==> src/rtl/mbist_march_element_engine_if.sv <==
// Bundle of every signal that crosses between the March controller / SRAM side
// and the element engine.
//   slave  : the engine's view (commands and read data in, SRAM controls and
//            status out)
//   master : the controller / SRAM-model view (the mirror image)
// Command group : elem_start, elem_dir, elem_nops, elem_ops, abort, clr_fail
// SRAM group    : mem_addr, mem_we, mem_re, mem_wdata, mem_rdata
// Status group  : busy, elem_done, fail, fail_addr, fail_cnt
interface mbist_march_element_engine_if #(
  parameter int ADDR_WIDTH = 16,
  parameter int DATA_WIDTH = 8
);
  logic                  elem_start;
  logic                  elem_dir;
  logic [1:0]            elem_nops;
  logic [5:0]            elem_ops;
  logic                  abort;
  logic                  clr_fail;
  logic [DATA_WIDTH-1:0] mem_rdata;
  logic [ADDR_WIDTH-1:0] mem_addr;
  logic                  mem_we;
  logic                  mem_re;
  logic [DATA_WIDTH-1:0] mem_wdata;
  logic                  busy;
  logic                  elem_done;
  logic                  fail;
  logic [ADDR_WIDTH-1:0] fail_addr;
  logic [7:0]            fail_cnt;

  modport slave (
    input  elem_start, elem_dir, elem_nops, elem_ops, abort, clr_fail, mem_rdata,
    output mem_addr, mem_we, mem_re, mem_wdata, busy, elem_done,
           fail, fail_addr, fail_cnt
  );

  modport master (
    output elem_start, elem_dir, elem_nops, elem_ops, abort, clr_fail, mem_rdata,
    input  mem_addr, mem_we, mem_re, mem_wdata, busy, elem_done,
           fail, fail_addr, fail_cnt
  );
endinterface

==> src/rtl/mbist_march_element_engine.sv <==
// Executes one March element (direction + up to three read/write ops per
// address) over addresses 0..ADDR_MAX, checking read data on the following
// cycle and keeping sticky fail status.
// Ports:
//   clk  : rising-edge clock
//   rst  : synchronous, active-high reset
//   bus  : slave side of mbist_march_element_engine_if (command, SRAM, status)
// All SRAM controls and status outputs are registered.
module mbist_march_element_engine #(
  parameter int ADDR_WIDTH = 16,
  parameter int DATA_WIDTH = 8,
  parameter int ADDR_MAX   = (2**ADDR_WIDTH)-1
) (
  input  logic                        clk,
  input  logic                        rst,
  mbist_march_element_engine_if.slave bus
);

  localparam logic [ADDR_WIDTH-1:0] ADDR_LAST = ADDR_WIDTH'(ADDR_MAX);
  localparam logic [ADDR_WIDTH-1:0] ADDR_ONE  = ADDR_WIDTH'(1);

  typedef enum logic [1:0] {IDLE, RUN, DRAIN, DONE} state_t;

  state_t                state_q, state_d;
  logic                  dir_q, dir_d;
  logic [1:0]            nops_q, nops_d;
  logic [5:0]            ops_q, ops_d;
  // addr_q / idx_q identify the operation currently on the SRAM bus.
  logic [ADDR_WIDTH-1:0] addr_q, addr_d;
  logic [1:0]            idx_q, idx_d;

  // Compare pipeline: rd_exp_q belongs to the read on the bus this cycle,
  // cmp_* to the read whose data is arriving this cycle.
  logic                  rd_exp_q;
  logic                  cmp_valid_q;
  logic                  cmp_exp_q;
  logic [ADDR_WIDTH-1:0] cmp_addr_q;

  logic [1:0]            op_d;
  logic                  issue_d;
  logic                  we_d, re_d, busy_d, done_d, exp_d;
  logic [DATA_WIDTH-1:0] wdata_d;
  logic [ADDR_WIDTH-1:0] maddr_d;
  logic                  mismatch;

  function automatic logic [1:0] op_at(input logic [5:0] ops, input logic [1:0] idx);
    case (idx)
      2'd0:    op_at = ops[1:0];
      2'd1:    op_at = ops[3:2];
      default: op_at = ops[5:4];
    endcase
  endfunction

  // State register, sweep counters, registered outputs and fail status.
  always_ff @(posedge clk) begin
    // NOTE: every sequential assignment is non-blocking so all registers see
    // the pre-edge values of each other, independent of statement order.
    if (rst) begin
      state_q       <= IDLE;
      dir_q         <= 1'b0;
      nops_q        <= '0;
      ops_q         <= '0;
      addr_q        <= '0;
      idx_q         <= '0;
      rd_exp_q      <= 1'b0;
      cmp_valid_q   <= 1'b0;
      cmp_exp_q     <= 1'b0;
      cmp_addr_q    <= '0;
      bus.mem_addr  <= '0;
      bus.mem_we    <= 1'b0;
      bus.mem_re    <= 1'b0;
      bus.mem_wdata <= '0;
      bus.busy      <= 1'b0;
      bus.elem_done <= 1'b0;
      bus.fail      <= 1'b0;
      bus.fail_addr <= '0;
      bus.fail_cnt  <= '0;
    end else begin
      state_q       <= state_d;
      dir_q         <= dir_d;
      nops_q        <= nops_d;
      ops_q         <= ops_d;
      addr_q        <= addr_d;
      idx_q         <= idx_d;
      rd_exp_q      <= exp_d;
      // A read issued in the cycle abort is seen is never compared.
      cmp_valid_q   <= bus.mem_re && !bus.abort;
      cmp_exp_q     <= rd_exp_q;
      cmp_addr_q    <= bus.mem_addr;
      bus.mem_addr  <= maddr_d;
      bus.mem_we    <= we_d;
      bus.mem_re    <= re_d;
      bus.mem_wdata <= wdata_d;
      bus.busy      <= busy_d;
      bus.elem_done <= done_d;
      if (bus.clr_fail) begin
        bus.fail      <= 1'b0;
        bus.fail_addr <= '0;
        bus.fail_cnt  <= '0;
      end else if (mismatch && !bus.abort) begin
        bus.fail <= 1'b1;
        if (!bus.fail) bus.fail_addr <= cmp_addr_q;
        if (bus.fail_cnt != 8'hFF) bus.fail_cnt <= bus.fail_cnt + 8'd1;
      end
    end
  end

  // Next state and sweep counters.
  always_comb begin
    // NOTE: every variable gets a default before the case so no path leaves
    // it unassigned, which would otherwise infer a latch.
    state_d = state_q;
    dir_d   = dir_q;
    nops_d  = nops_q;
    ops_d   = ops_q;
    addr_d  = addr_q;
    idx_d   = idx_q;
    case (state_q)
      IDLE: begin
        if (bus.elem_start) begin
          if (bus.elem_nops != 2'd0) begin
            state_d = RUN;
            dir_d   = bus.elem_dir;
            nops_d  = bus.elem_nops;
            ops_d   = bus.elem_ops;
            addr_d  = bus.elem_dir ? ADDR_LAST : '0;
            idx_d   = 2'd0;
          end else begin
            state_d = DONE;
          end
        end
      end
      RUN: begin
        if (idx_q == nops_q - 2'd1) begin
          idx_d = 2'd0;
          // The counter stops at the final address instead of wrapping.
          if (addr_q == (dir_q ? '0 : ADDR_LAST)) state_d = DRAIN;
          else addr_d = dir_q ? addr_q - ADDR_ONE : addr_q + ADDR_ONE;
        end else begin
          idx_d = idx_q + 2'd1;
        end
      end
      DRAIN:   state_d = DONE;
      default: state_d = IDLE;
    endcase
    if (bus.abort) state_d = IDLE;
  end

  // Values the output registers take at the next edge, derived from the next
  // state so the first op appears the cycle after start is sampled.
  always_comb begin
    issue_d = (state_d == RUN);
    op_d    = op_at(ops_d, idx_d);
    we_d    = issue_d && op_d[1];
    re_d    = issue_d && !op_d[1];
    exp_d   = op_d[0];
    wdata_d = we_d ? {DATA_WIDTH{op_d[0]}} : bus.mem_wdata;
    maddr_d = issue_d ? addr_d : bus.mem_addr;
    busy_d  = (state_d == RUN) || (state_d == DRAIN);
    done_d  = (state_d == DONE);
    mismatch = cmp_valid_q && (bus.mem_rdata != {DATA_WIDTH{cmp_exp_q}});
  end

endmodule

==> src/flat_wrapper.sv <==
// flat-port wrapper written by rule: the top's interface ports become plain ports
module mbist_march_element_engine_flat 
#(
  parameter int ADDR_WIDTH = 16,
  parameter int DATA_WIDTH = 8,
  parameter int ADDR_MAX   = (2**ADDR_WIDTH)-1
)
  (clk, rst, bus_elem_start, bus_elem_dir, bus_elem_nops, bus_elem_ops, bus_abort, bus_clr_fail, bus_mem_rdata, bus_mem_addr, bus_mem_we, bus_mem_re, bus_mem_wdata, bus_busy, bus_elem_done, bus_fail, bus_fail_addr, bus_fail_cnt);
  mbist_march_element_engine_if #(.ADDR_WIDTH(ADDR_WIDTH), .DATA_WIDTH(DATA_WIDTH)) bus_i ();
  input  logic clk;
  input  logic rst;
  input wire logic [$bits(bus_i.elem_start)-1:0] bus_elem_start;
  input wire logic [$bits(bus_i.elem_dir)-1:0] bus_elem_dir;
  input wire logic [$bits(bus_i.elem_nops)-1:0] bus_elem_nops;
  input wire logic [$bits(bus_i.elem_ops)-1:0] bus_elem_ops;
  input wire logic [$bits(bus_i.abort)-1:0] bus_abort;
  input wire logic [$bits(bus_i.clr_fail)-1:0] bus_clr_fail;
  input wire logic [$bits(bus_i.mem_rdata)-1:0] bus_mem_rdata;
  output wire logic [$bits(bus_i.mem_addr)-1:0] bus_mem_addr;
  output wire logic [$bits(bus_i.mem_we)-1:0] bus_mem_we;
  output wire logic [$bits(bus_i.mem_re)-1:0] bus_mem_re;
  output wire logic [$bits(bus_i.mem_wdata)-1:0] bus_mem_wdata;
  output wire logic [$bits(bus_i.busy)-1:0] bus_busy;
  output wire logic [$bits(bus_i.elem_done)-1:0] bus_elem_done;
  output wire logic [$bits(bus_i.fail)-1:0] bus_fail;
  output wire logic [$bits(bus_i.fail_addr)-1:0] bus_fail_addr;
  output wire logic [$bits(bus_i.fail_cnt)-1:0] bus_fail_cnt;
  assign bus_i.elem_start = bus_elem_start;
  assign bus_i.elem_dir = bus_elem_dir;
  assign bus_i.elem_nops = bus_elem_nops;
  assign bus_i.elem_ops = bus_elem_ops;
  assign bus_i.abort = bus_abort;
  assign bus_i.clr_fail = bus_clr_fail;
  assign bus_i.mem_rdata = bus_mem_rdata;
  assign bus_mem_addr = bus_i.mem_addr;
  assign bus_mem_we = bus_i.mem_we;
  assign bus_mem_re = bus_i.mem_re;
  assign bus_mem_wdata = bus_i.mem_wdata;
  assign bus_busy = bus_i.busy;
  assign bus_elem_done = bus_i.elem_done;
  assign bus_fail = bus_i.fail;
  assign bus_fail_addr = bus_i.fail_addr;
  assign bus_fail_cnt = bus_i.fail_cnt;
  mbist_march_element_engine #(.ADDR_WIDTH(ADDR_WIDTH), .DATA_WIDTH(DATA_WIDTH), .ADDR_MAX(ADDR_MAX)) u_core (.clk(clk), .rst(rst), .bus(bus_i));
endmodule
==> config.mk <==
export PLATFORM = sky130hd
export DESIGN_NAME = mbist_march_element_engine_flat
export DESIGN_NICKNAME = d
export VERILOG_FILES = /design/src/rtl/mbist_march_element_engine_if.sv /design/src/rtl/mbist_march_element_engine.sv /design/src/flat_wrapper.sv
export SDC_FILE = /design/constraint.sdc
export NUM_CORES = 1
export LEC_CHECK = 0
export CORE_MARGIN = 10
export CORE_UTILIZATION = 43
export DETAILED_ROUTE_END_ITERATION = 8
export GPL_TIMING_DRIVEN = 0
export MAX_ROUTING_LAYER = met4
export PLACE_DENSITY = 0.72
export SETUP_SLACK_MARGIN = 0.2
export SYNTH_ARGS = -nofsm -noshare
export SYNTH_HDL_FRONTEND = slang
export SYNTH_SLANG_ARGS = --single-unit
==> constraint.sdc <==
create_clock -name clk -period 3.57 [get_ports clk]
set_input_delay 0.714 -clock clk [delete_from_list [all_inputs] [get_ports clk]]
set_output_delay 0.714 -clock clk [all_outputs]
set_load 0.01 [all_outputs]
-- Word-level counts from Yosys, hierarchy flattened
Cells that the tools add are included.
- bits of input ports: 22
- logic and storage cells: 72
- output and inout bits: 53
- flip-flop bits (word level): 94
- muxes and demuxes: 22
- $add $sub $neg: 5
- equality and inequality tests: 10
- reduce and logical (&&, ||, !) cells: 15
- bitwise logic cells: 1
- operator list (cell ; count):
    two-way mux 16 bit ; 7
    case mux 16 bit (2 select lines) ; 1
    two-way mux 6 bit ; 3
    adder 16 x 1 -> 16 bit, second input constant ; 1
    == test 16 bit ; 1
    two-way mux 2 bit ; 8
    subtractor 16 x 1 -> 16 bit, second input constant ; 1
    adder 8 x 1 -> 8 bit, second input constant ; 1
    inequality test 8 bit ; 1
    inequality test 8 bit, second input constant ; 1
    case mux 2 bit (2 select lines) ; 2
    == test 2 x 1 -> 1 bit, second input constant ; 3
    == test 2 bit, second input constant ; 3
    case mux 2 bit (3 select lines) ; 1
    logical AND 1 bit ; 5
    logical NOT 2 bit ; 2
    AND reduction 2 bit ; 2
    AND reduction 3 bit ; 1
    adder 2 x 1 -> 2 bit, second input constant ; 1
    == test 2 bit ; 1
    logical NOT 1 bit ; 2
    nonzero test 2 bit ; 1
    OR reduction 2 bit ; 1
    subtractor 2 x 1 -> 2 bit, second input constant ; 1
    other kinds (2) ; 2

-- Depth between registers and ports, before layout
- depth in word-level cells: 8
- depth in mapped cells: 11
- depth with buffers taken out: 9

-- Worst setup path after synthesis
Ideal clock, no wire load.
- path kind: reg2reg
- start point: reg u_core.dir_q
- end point: reg u_core.bus.mem_addr[0]
- path slack: 833 ps
- setup time: 137 ps
- buffers on the path: 3
- period minus slack after synthesis: 2737 ps
- required time: 3433 ps
- stages on the path, launching flop included: 11
- arrival: 2599 ps
- cells stage by stage: dfxtp_1 -> ha_1 -> buf_6 -> and4_1 -> nand3_1 -> o31ai_1 -> a21oi_1 -> ha_1 -> clkbuf_1 -> clkbuf_1 -> a211oi_1
- cells in the longest elaborated chain, start to end: 7
- elaborated cells on any way between the ends: 11
- those cells by class: eq/ne: 2; mux: 9
- RTL lines (item ; line ; RTL):
    start: declaration ; mbist_march_element_engine.sv:25 ; logic dir_q, dir_d;
    start signal: assignment ; mbist_march_element_engine.sv:80 ; dir_q <= dir_d;
    two-way mux 16 bit ; mbist_march_element_engine.sv:137 ; if (addr_q == (dir_q ? '0 : ADDR_LAST)) state_d = DRAIN;
    == test 16 bit ; mbist_march_element_engine.sv:137 ;
    two-way mux 2 bit ; mbist_march_element_engine.sv:137 ;
    two-way mux 2 bit ; mbist_march_element_engine.sv:134 ; if (idx_q == nops_q - 2'd1) begin
    case mux 2 bit (3 select lines) ; mbist_march_element_engine.sv:118 ; case (state_q)
    two-way mux 2 bit ; mbist_march_element_engine.sv:146 ; if (bus.abort) state_d = IDLE;
    net u_core.state_d[0] ; mbist_march_element_engine.sv:24 ; state_t state_q, state_d;
    == test 2 x 1 -> 1 bit ; mbist_march_element_engine.sv:152 ; issue_d = (state_d == RUN);
    end signal: assignment ; mbist_march_element_engine.sv:90 ; bus.mem_addr <= maddr_d;
    end: declaration ; mbist_march_element_engine_if.sv:32 ; output mem_addr, mem_we, mem_re, mem_wdata, busy, elem_done,
The timed path passes the listed nets, and every way through them passes these cells.
A chain may end at the register's enable or synchronous reset.

-- Worst setup path after layout
Ends and elaborated chain as after synthesis.

==> results.cfg <==
[die]
core_area_mm2 = 0.009864
die_w_um = 120.9
io_pins = 75
placementRows = 36
floorplan.die_area_mm2 = 0.01463
initial_core_util_pct = 44.42
die_y_um = 120.9

[cts]
clk_pin_slew_ns = 0.10
tritoncts = yes
cts_setup_buffers = 0
worstSkewPairLatency_ns = 0.37
root_buffer = clkbuf_8
clock_path_buffers = 2
h-tree-depth = 3
clock_sinks = 94
numCtsBuffers = 9
cts_resized = 1
postCtsHoldBufs = 0

[timing]
finalSetupTns_ns = 0
rsz0062_at_grt = false
clock_skew_ns = 0.01281
fin_crit_ns = 3.088
relSlewSlack_pct = 53.71
max_freq_ghz = 0.3239
period_share_pct = 86.49
worst_pin_slew_ns = 0.6918
setup_violations = 0
hold_violations = 0
final-max-slew-violation-count = 0
whs_ns = 0.4580

[worst_setup_path]
worst_setup_path_end_kind = flop
arrival_ns = 3.33
cp_max_fo = 19
cp.required_ns = 3.81
cp-start-kind = flop
worstSetupPathType = flop to flop

[yosys]
avgSynthCellArea_um2 = 9.244
synth_top_area_share_pct = 42.95
synth_edf_count = 0
synthCells = 474
ys_top_cells_by_area = dfxtp_1, mux2i_1, nor2_1
dominantRegCellSynth = dfxtp_1
syn_nets = 515
ys_async_sr_fraction_pct = 0
yosysWarnings = 0
yosysUniqueCellTypes = 58
synth_top_area_cell = dfxtp_1
syn_area_mm2 = 0.004382
synth-seq-cells = 94
ys_seq_area_share_pct = 42.95

[cells_and_area]
fill_cells = 907
syn2layout_area_growth_pct = 25.10
drive_gt1_share_pct = 9.043
fin_util_pct = 55.57
antenna_cells = 0
layout_commonest_cell = dfxtp_1
num-nets-final = 600
layout_common_cells = dfxtp_1, clkdlybuf4s50_1, nor2_1, a21oi_1, mux2i_1

[drt]
drt_iter0_drc = 316
final_antenna_net_count = 0
wl_per_cell_um = 15.48
drc = 0
vias_per_cell = 5.334
wl_mm = 10.79
first_pass_iters = 4
vias = 3718

[pwr]
ir_drop_v = 0.0001747
seqPwrFrac_pct = 52.4
p_sw_share_pct = 29.46
p_comb_share_pct = 16.0
cellLeakagePower_nw = 2.195
powerDensity_mw_per_mm2 = 395.6
clkPwrFrac_pct = 31.6
p_int_mw = 1.530
power_switching_uw = 638.8

[grt]
grt_use_met1_pct = 18.42
groute.layer.met2.usage_pct = 25.07
antenna_found_initial = 0
grt_pass1_vias = 3565
grt-ovfl-total = 0
met3_usage_pct = 3.118
grt_start_max_net_pins = 20
grt_usage_pct = 15.26
grt_pass1_wl_mm = 17.68
grt_busiest_layer = met2

[worst_hold_path]
hold_class = flop to flop

[placed_design]
gp_congestion = 0.8711
dp_hpwl_mm = 8.297
io_buffers = 74

[flow_run]
maxCapViolCount = 0

[run_status]
status = finished clean
## stage by stage
stage / instances / power (mW) / instance area, um2 / setup WS [ns]
after CTS: 697 / 2.186 / 5480 / 0.3920
after global placement: 681 / 1.498 / 5289 / 0.1843
after floorplan: 474 / 1.371 / 4382 / 0.8333
after global routing: 697 / 2.271 / 5482 / 0.2334
final: 697 / 2.168 / 5482 / 0.4823
after detailed placement: 681 / 1.506 / 5289 / 0.1012
## critical path: stages, from the launching register on
cell and delay [ns]:
dfxtp_2 0.61, ha_1 0.33, buf_6 0.14, and4_1 0.19
nand3_1 0.18, o31ai_1 0.12, a21oi_1 0.32, ha_1 0.24
clkbuf_1 0.39, clkbuf_2 0.32, a211oi_1 0.11
## synth_stat cells (3+ instances only)
cell,instances
nand2_1,21
and3_1,6
nor2b_1,25
buf_4,9
a21o_1,5
o31ai_1,4
a221oi_1,8
nand3_1,9
a311oi_1,4
mux2i_1,27
ha_1,18
o21ai_0,11
nor3_1,3
a211oi_1,13
or3_1,4
nand2b_1,5
dfxtp_1,94
xor2_1,14
mux2_2,4
buf_2,5
nor2_1,69
a21oi_1,28
xnor2_1,5
nand4_1,10
clkbuf_1,13
inv_1,14
## kinds of logic (layout without fill, tap and decap cells)
logic type	count (synthesis)	in the layout	share of synthesized area (%)
AND/OR/NAND/NOR	165	165	18.45
AO/OA/AOI/OAI	101	101	16.90
flip-flops	94	94	42.95
buffers and inverters	45	135	5.111
multiplexers	31	31	7.196
adder cells (fa/ha/maj)	19	19	5.597
XOR/XNOR	19	19	3.798
## power groups by stage
stage / Sequential [mW] / Clock (mW) / Combinational [mW]
global route: 1.14 / 0.745 / 0.383
finish: 1.14 / 0.686 / 0.346
floorplan: 1.16 / 0 / 0.213
CTS: 1.14 / 0.703 / 0.347
detailed placement: 1.16 / 0 / 0.346
global placement: 1.16 / 0 / 0.340
## final cells by class
type,count,area [um2],share of cell area (%)
Buffer,31,172.7,3.150
Clock buffer,9,123.9,2.260
Clock inverter,7,66.31,1.210
Inverter,14,52.55,0.9587
Multi-Input combinational cell,335,2276,41.52
Sequential cell,94,1883,34.35
Tap cell,133,166.4,3.036
Timing Repair Buffer,74,740.7,13.51
## routing by layer
layer	routed length, um	share of wire [%]
met4	116	1.1
met3	673	6.2
met2	5164	48
met5	0	0
met1	4832	45
## flip-flops by register name, summed over array words and instances (netlist names)
register / flops
u_core.bus.mem_addr: 16
u_core.bus.mem_wdata: 1
u_core.idx_q: 2
u_core.cmp_addr_q: 16
u_core.nops_q: 2
u_core.bus.elem_done: 1
u_core.bus.fail_cnt: 8
u_core.cmp_valid_q: 1
u_core.bus.mem_we: 1
u_core.state_q: 2
u_core.bus.fail_addr: 16
u_core.bus.fail: 1
u_core.dir_q: 1
u_core.bus.busy: 1
u_core.cmp_exp_q: 1
u_core.bus.mem_re: 1
u_core.ops_q: 6
u_core.addr_q: 16
u_core.rd_exp_q: 1
## path summary, 6_finish.rpt
kind / start / end / slack [ns] / cells past startpoint
max reg2reg: u_core.dir_q / u_core.bus.mem_addr[0] / 0.48 / 10
min reg2reg: u_core.rd_exp_q / u_core.cmp_exp_q / 0.46 / 1
max: u_core.dir_q / u_core.bus.mem_addr[0] / 0.48 / 10
min: u_core.rd_exp_q / u_core.cmp_exp_q / 0.46 / 1
Note: power is estimated with default switching activity, not from simulation.
